File: config.mk
export PLATFORM = sky130hd
export DESIGN_NAME = instr_trace_buffer
export DESIGN_NICKNAME = d
export VERILOG_FILES = /design/src/rtl/trace_pkg.sv /design/src/rtl/trace_fifo_mem.sv /design/src/rtl/instr_trace_buffer.sv
export SDC_FILE = /design/constraint.sdc
export NUM_CORES = 1
export LEC_CHECK = 0
export BUFFER_PORTS_ARGS = -buffer_cell sky130_fd_sc_hd__buf_4
export CORE_MARGIN = 2
export CORE_UTILIZATION = 40
export CTS_CLUSTER_SIZE = 14
export DETAILED_ROUTE_END_ITERATION = 7
export GPL_ROUTABILITY_DRIVEN = 1
export PLACE_DENSITY_LB_ADDON = 0.12
export SYNTH_ARGS = -nofsm -noshare
export SYNTH_HDL_FRONTEND = slang
export SYNTH_SLANG_ARGS = --single-unit
File: constraint.sdc
create_clock -name Clk -period 3.4 [get_ports Clk]
set_input_delay 1.02 -clock Clk [delete_from_list [all_inputs] [get_ports Clk]]
set_output_delay 1.02 -clock Clk [all_outputs]
set_load 0.01 [all_outputs]
File: src/rtl/trace_pkg.sv
// Shared types and defaults for the instruction trace buffer.
// Imported by the trace FIFO memory and the trace buffer top level.
package trace_pkg;

    typedef enum logic {
        CAPTURE = 1'b0,
        FROZEN  = 1'b1
    } trace_state_e;

    localparam int TRACE_DEPTH_DEFAULT = 16;
    localparam int INSTR_W             = 32;

endpackage

File: src/rtl/trace_fifo_mem.sv
// Trace storage array: synchronous write port, asynchronous read port.
// Contents are never reset; validity is tracked by the owner's pointers.
module trace_fifo_mem
    import trace_pkg::*;
#(
    parameter int DEPTH = TRACE_DEPTH_DEFAULT,
    parameter int WIDTH = INSTR_W,
    localparam int AW   = $clog2(DEPTH)
) (
    input  logic             clk_i,
    input  logic             we_i,
    input  logic [AW-1:0]    waddr_i,
    input  logic [WIDTH-1:0] wdata_i,
    input  logic [AW-1:0]    raddr_i,
    output logic [WIDTH-1:0] rdata_o
);

    logic [WIDTH-1:0] mem_q [DEPTH];

    // Store one accepted trace word per cycle
    always_ff @(posedge clk_i) begin
        if (we_i) begin
            mem_q[waddr_i] <= wdata_i;
        end
    end

    assign rdata_o = mem_q[raddr_i];

endmodule

File: src/rtl/instr_trace_buffer.sv
// Instruction trace FIFO with trigger freeze and sticky overflow.
// Owns pointers, occupancy count, flags and the capture/frozen FSM.
module instr_trace_buffer
    import trace_pkg::*;
#(
    parameter int DEPTH = TRACE_DEPTH_DEFAULT,
    parameter int WIDTH = INSTR_W,
    localparam int AW   = $clog2(DEPTH),
    localparam int CW   = AW + 1
) (
    input  logic             Clk,
    input  logic             Rst,
    input  logic [WIDTH-1:0] Instruction,
    input  logic             InstrValid,
    input  logic             Enable,
    input  logic             TrigEn,
    input  logic [WIDTH-1:0] TrigMatch,
    input  logic             Clear,
    input  logic             RdReady,
    output logic [WIDTH-1:0] RdData,
    output logic             RdValid,
    output logic [CW-1:0]    Count,
    output logic             Overflow,
    output logic             Frozen
);

    trace_state_e  state_q, state_d;
    logic [AW-1:0] wptr_q, wptr_d;
    logic [AW-1:0] rptr_q, rptr_d;
    logic [CW-1:0] count_q, count_d;
    logic          ovf_q, ovf_d;

    logic push_req;
    logic pop;
    logic full;
    logic push_ok;
    logic drop;
    logic trig_hit;

    assign push_req = InstrValid & Enable & (state_q == CAPTURE);
    assign pop      = RdValid & RdReady;
    assign full     = (count_q == CW'(DEPTH));
    assign push_ok  = push_req & (~full | pop);
    assign drop     = push_req & ~push_ok;
    assign trig_hit = TrigEn & (Instruction == TrigMatch);

    // Next-state: flush on Clear, otherwise advance pointers, count, flags
    always_comb begin
        state_d = state_q;
        wptr_d  = wptr_q;
        rptr_d  = rptr_q;
        count_d = count_q;
        ovf_d   = ovf_q;
        if (Clear) begin
            state_d = CAPTURE;
            wptr_d  = '0;
            rptr_d  = '0;
            count_d = '0;
            ovf_d   = 1'b0;
        end else begin
            if (push_ok) begin
                wptr_d = wptr_q + AW'(1);
            end
            if (pop) begin
                rptr_d = rptr_q + AW'(1);
            end
            if (push_ok && !pop) begin
                count_d = count_q + CW'(1);
            end else if (pop && !push_ok) begin
                count_d = count_q - CW'(1);
            end
            if (drop) begin
                ovf_d = 1'b1;
            end
            if (push_ok && trig_hit) begin
                state_d = FROZEN;
            end
        end
    end

    // State register with synchronous reset
    always_ff @(posedge Clk) begin
        if (Rst) begin
            state_q <= CAPTURE;
            wptr_q  <= '0;
            rptr_q  <= '0;
            count_q <= '0;
            ovf_q   <= 1'b0;
        end else begin
            state_q <= state_d;
            wptr_q  <= wptr_d;
            rptr_q  <= rptr_d;
            count_q <= count_d;
            ovf_q   <= ovf_d;
        end
    end

    trace_fifo_mem #(
        .DEPTH (DEPTH),
        .WIDTH (WIDTH)
    ) u_mem (
        .clk_i   (Clk),
        .we_i    (push_ok & ~Clear & ~Rst),
        .waddr_i (wptr_q),
        .wdata_i (Instruction),
        .raddr_i (rptr_q),
        .rdata_o (RdData)
    );

    assign RdValid  = (count_q != '0);
    assign Count    = count_q;
    assign Overflow = ovf_q;
    assign Frozen   = (state_q == FROZEN);

endmodule

==> impl_metrics.ini <==
[finish]
layout_common_cells = 512 x edfxtp_1, 158 x mux4_2, 111 x buf_4
final_common_cell = edfxtp_1
final_cells = 1803
area_delta_synth_final_pct = 22.7
seqCellArea_um2 = 15800
layout-drive-gt1-share_pct = 39.9
layout.nets = 1160
fill_cells = 4163
multiInputGateArea_um2 = 4640
n_antenna_cell = 0

[status]
violations = setup timing
outcome = complete, but fails checks

[sta]
fmax_mhz = 277
rsz0062_at_grt = true
period_share_pct = 106
worst-slew-pin-transition_ns = 0.790
fin_crit_ns = 3.61
fin_worst_skew_ns = 0.0174
fin_setup_tns_ns = -5.19
finalSetupViolCount = 32
slew_headroom_pct = 47.1
drv_slew = 0
finalWorstSetupSlack_ns = -0.210
final-hold-violation-count = 0

[critical_path]
path_class = reg -> out
end_kind = output port
rr_startpoint = Count[0]$_SDFFE_PP0P_
critPathLaunchType = register
crit_arrival_ns = 2.59
crit_fanout = 4
worst_ep_required_time_ns = 2.38

[global_routing]
grt_busiest_layer = met2
grt_pass1_wl_mm = 71.6
grt_pass1_vias = 9884
grt_util_met1_pct = 28.1
grtUsageMet2_pct = 30.4
grt_use_total_pct = 19.1
grt-ovfl-total = 0
met3_usage_pct = 3.38
antenna_found_initial = 1
grt_max_degree = 28

[logic_synthesis]
synthXorXnorAreaFrac_pct = 1.79
synth_compound_area_share_pct = 0.462
synth_nets = 948
synth_fa_ha_area_share_pct = 0.644
synth_flop_cell = edfxtp_1
synth_area_um2 = 20600
syn_inst = 867
yosys_warnings = 0
syn_avg_cell_area_um2 = 23.7
yosys-mux-area-fraction_pct = 17.7
synth_async_sr_flop_share_pct = 0
synth_top_cell_by_area = edfxtp_1
synth_top_family_by_area = multiplexers
synth_top_area_share_pct = 74.7
synth_edf_count = 512
ys_top_cells_by_area = edfxtp_1 75%, mux4_2 17%, dfxtp_1 1.8%, xor2_1 1.1%, mux4_1 0.77%
synthSimpleGateAreaFrac_pct = 1.43
ys_types = 30
ys_seq_area_share_pct = 76.5
ys_ff_latch = 531

[clocking]
cts_inserted_buffers = 56
clk_path_buf_depth = 3
clock-sinks = 531
clk_latency_ns = 0.60
cts_root_buf = clkbuf_16
htree_num_levels = 2
clk_pin_slew_ns = 0.06
hold_buffers = 0
tritoncts = yes

[floorplanning]
die_w_um = 231
start_util_pct = 40.3
dieHeight_um = 231
std_cell_rows = 83
dieArea_um2 = 53300
boundaryPins = 111
fp.coreArea_um2 = 51100

[power_and_ir_drop]
combPwrFrac_pct = 6.7
p_int_mw = 10.9
netSwitchingFraction_pct = 21.1
p_leak_nw = 7.94
pwr-share-clk_pct = 41.1
p_seq_share_pct = 52.2
peakVddDrop_mv = 0.368
p_sw_mw = 2.91
p_per_area_nw_per_um2 = 546

[worst_hold_path]
worstHoldStart = Overflow$_SDFFE_PP0P_
hold_path_class = reg -> reg

[placed_design]
place_hpwl_mm = 29.4
dp_cells = 1677
gp_congestion = 0.731
numPortBuffers = 110

[detailed_routing]
wl_mm = 50.4
routedWlPerCell_um = 27.9
vias_per_cell = 5.38
dr.pass1.iters = 7
num_vias = 9693
drtAntennaViolNets = 0
route.detailed.drc = 0
drt_iter0_markers = 933

[run]
cap_viol_max_count = 0
flip-flops by register name (all words and copies together), names as in the netlist, named ones only:
register / cells
u_mem.mem_q: 512
Count: 5
rptr_q: 4
wptr_q: 4
Frozen: 1
Overflow: 1
cells in the mapped netlist, types with 3 or more instances:
master	n
dfxtp_1	19
nand4_1	7
xnor2_1	17
nor2_1	35
inv_1	6
mux4_2	154
edfxtp_1	512
buf_4	3
ha_1	9
clkbuf_1	7
buf_2	13
nor4_1	5
xor2_1	25
buf_6	12
mux4_1	6
a21oi_1	7
nand2_1	12
power by group through the flow:
| stage | clock network (mW) | registers (mW) | logic (mW) |
|---|---|---|---|
| global route | 6.05 | 7.20 | 1.00 |
| CTS | 5.80 | 7.20 | 0.892 |
| global placement | 0 | 7.35 | 0.810 |
| finish | 5.66 | 7.20 | 0.930 |
| detailed placement | 0 | 7.35 | 0.814 |
| floorplan | 0 | 7.34 | 0.445 |
per-layer routing:
metal  vias up  wire [um]
met5         -         16
met2       246      24600
met1      5275      22700
li1       4118          -
met3        52       2460
met4         2        633
per-stage QoR:
stage,hold WS [ns],cell area (um2),util [%],setup slack (ns),power [mW]
6_report,0.496,25200,49.4,-0.210,13.8
5_1_grt,0.507,25200,49.4,-0.264,14.2
4_1_cts,0.491,25000,48.9,-0.249,13.9
3_5_place_dp,0.473,23000,45.1,0.220,8.16
3_3_place_gp,0.470,23000,45.1,0.230,8.16
2_1_floorplan,0.468,20600,-,-0.233,7.79
critical path, stage by stage (launching register included):
cell and delay (ns):
dfxtp_4 0.38, buf_12 0.14, clkbuf_16 0.17, buf_8 0.11, mux4_2 0.47, mux4_2 0.55
buf_6 0.16
cells by family after synthesis:
family                   Yosys count
flip-flops                       531
buffers and inverters             44
AO/OA/AOI/OAI                     13
multiplexers                     162
XOR/XNOR                          42
AND/OR/NAND/NOR                   65
adder cells (fa/ha/maj)           10
area by class of cell:
type / instances / share of cell area, %
clock inverter: 34 / 0.897
tap: 680 / 3.37
multi-input combinational: 292 / 18.4
timing repair buffer: 192 / 9.00
sequential: 531 / 62.4
inverter: 6 / 0.0892
clock buffer: 68 / 5.81
final timing paths:
path	depth (start not counted)	slack, ns	endpoint
worst min-delay path	2	0.50	Overflow$_SDFFE_PP0P_
worst max register to register	11	0.50	Count[4]$_SDFFE_PP0P_
worst min register to register	2	0.50	Overflow$_SDFFE_PP0P_
worst max-delay path	6	-0.21	RdData[28]
timing repair:
item | 4_1_cts | 5_1_grt
setup buffers | 15 | 0
gates resized for setup | 21 | 26
cloned | 3 | 6
setup endpoints to repair | 32 | 32
(Power assumes the default switching activity.)
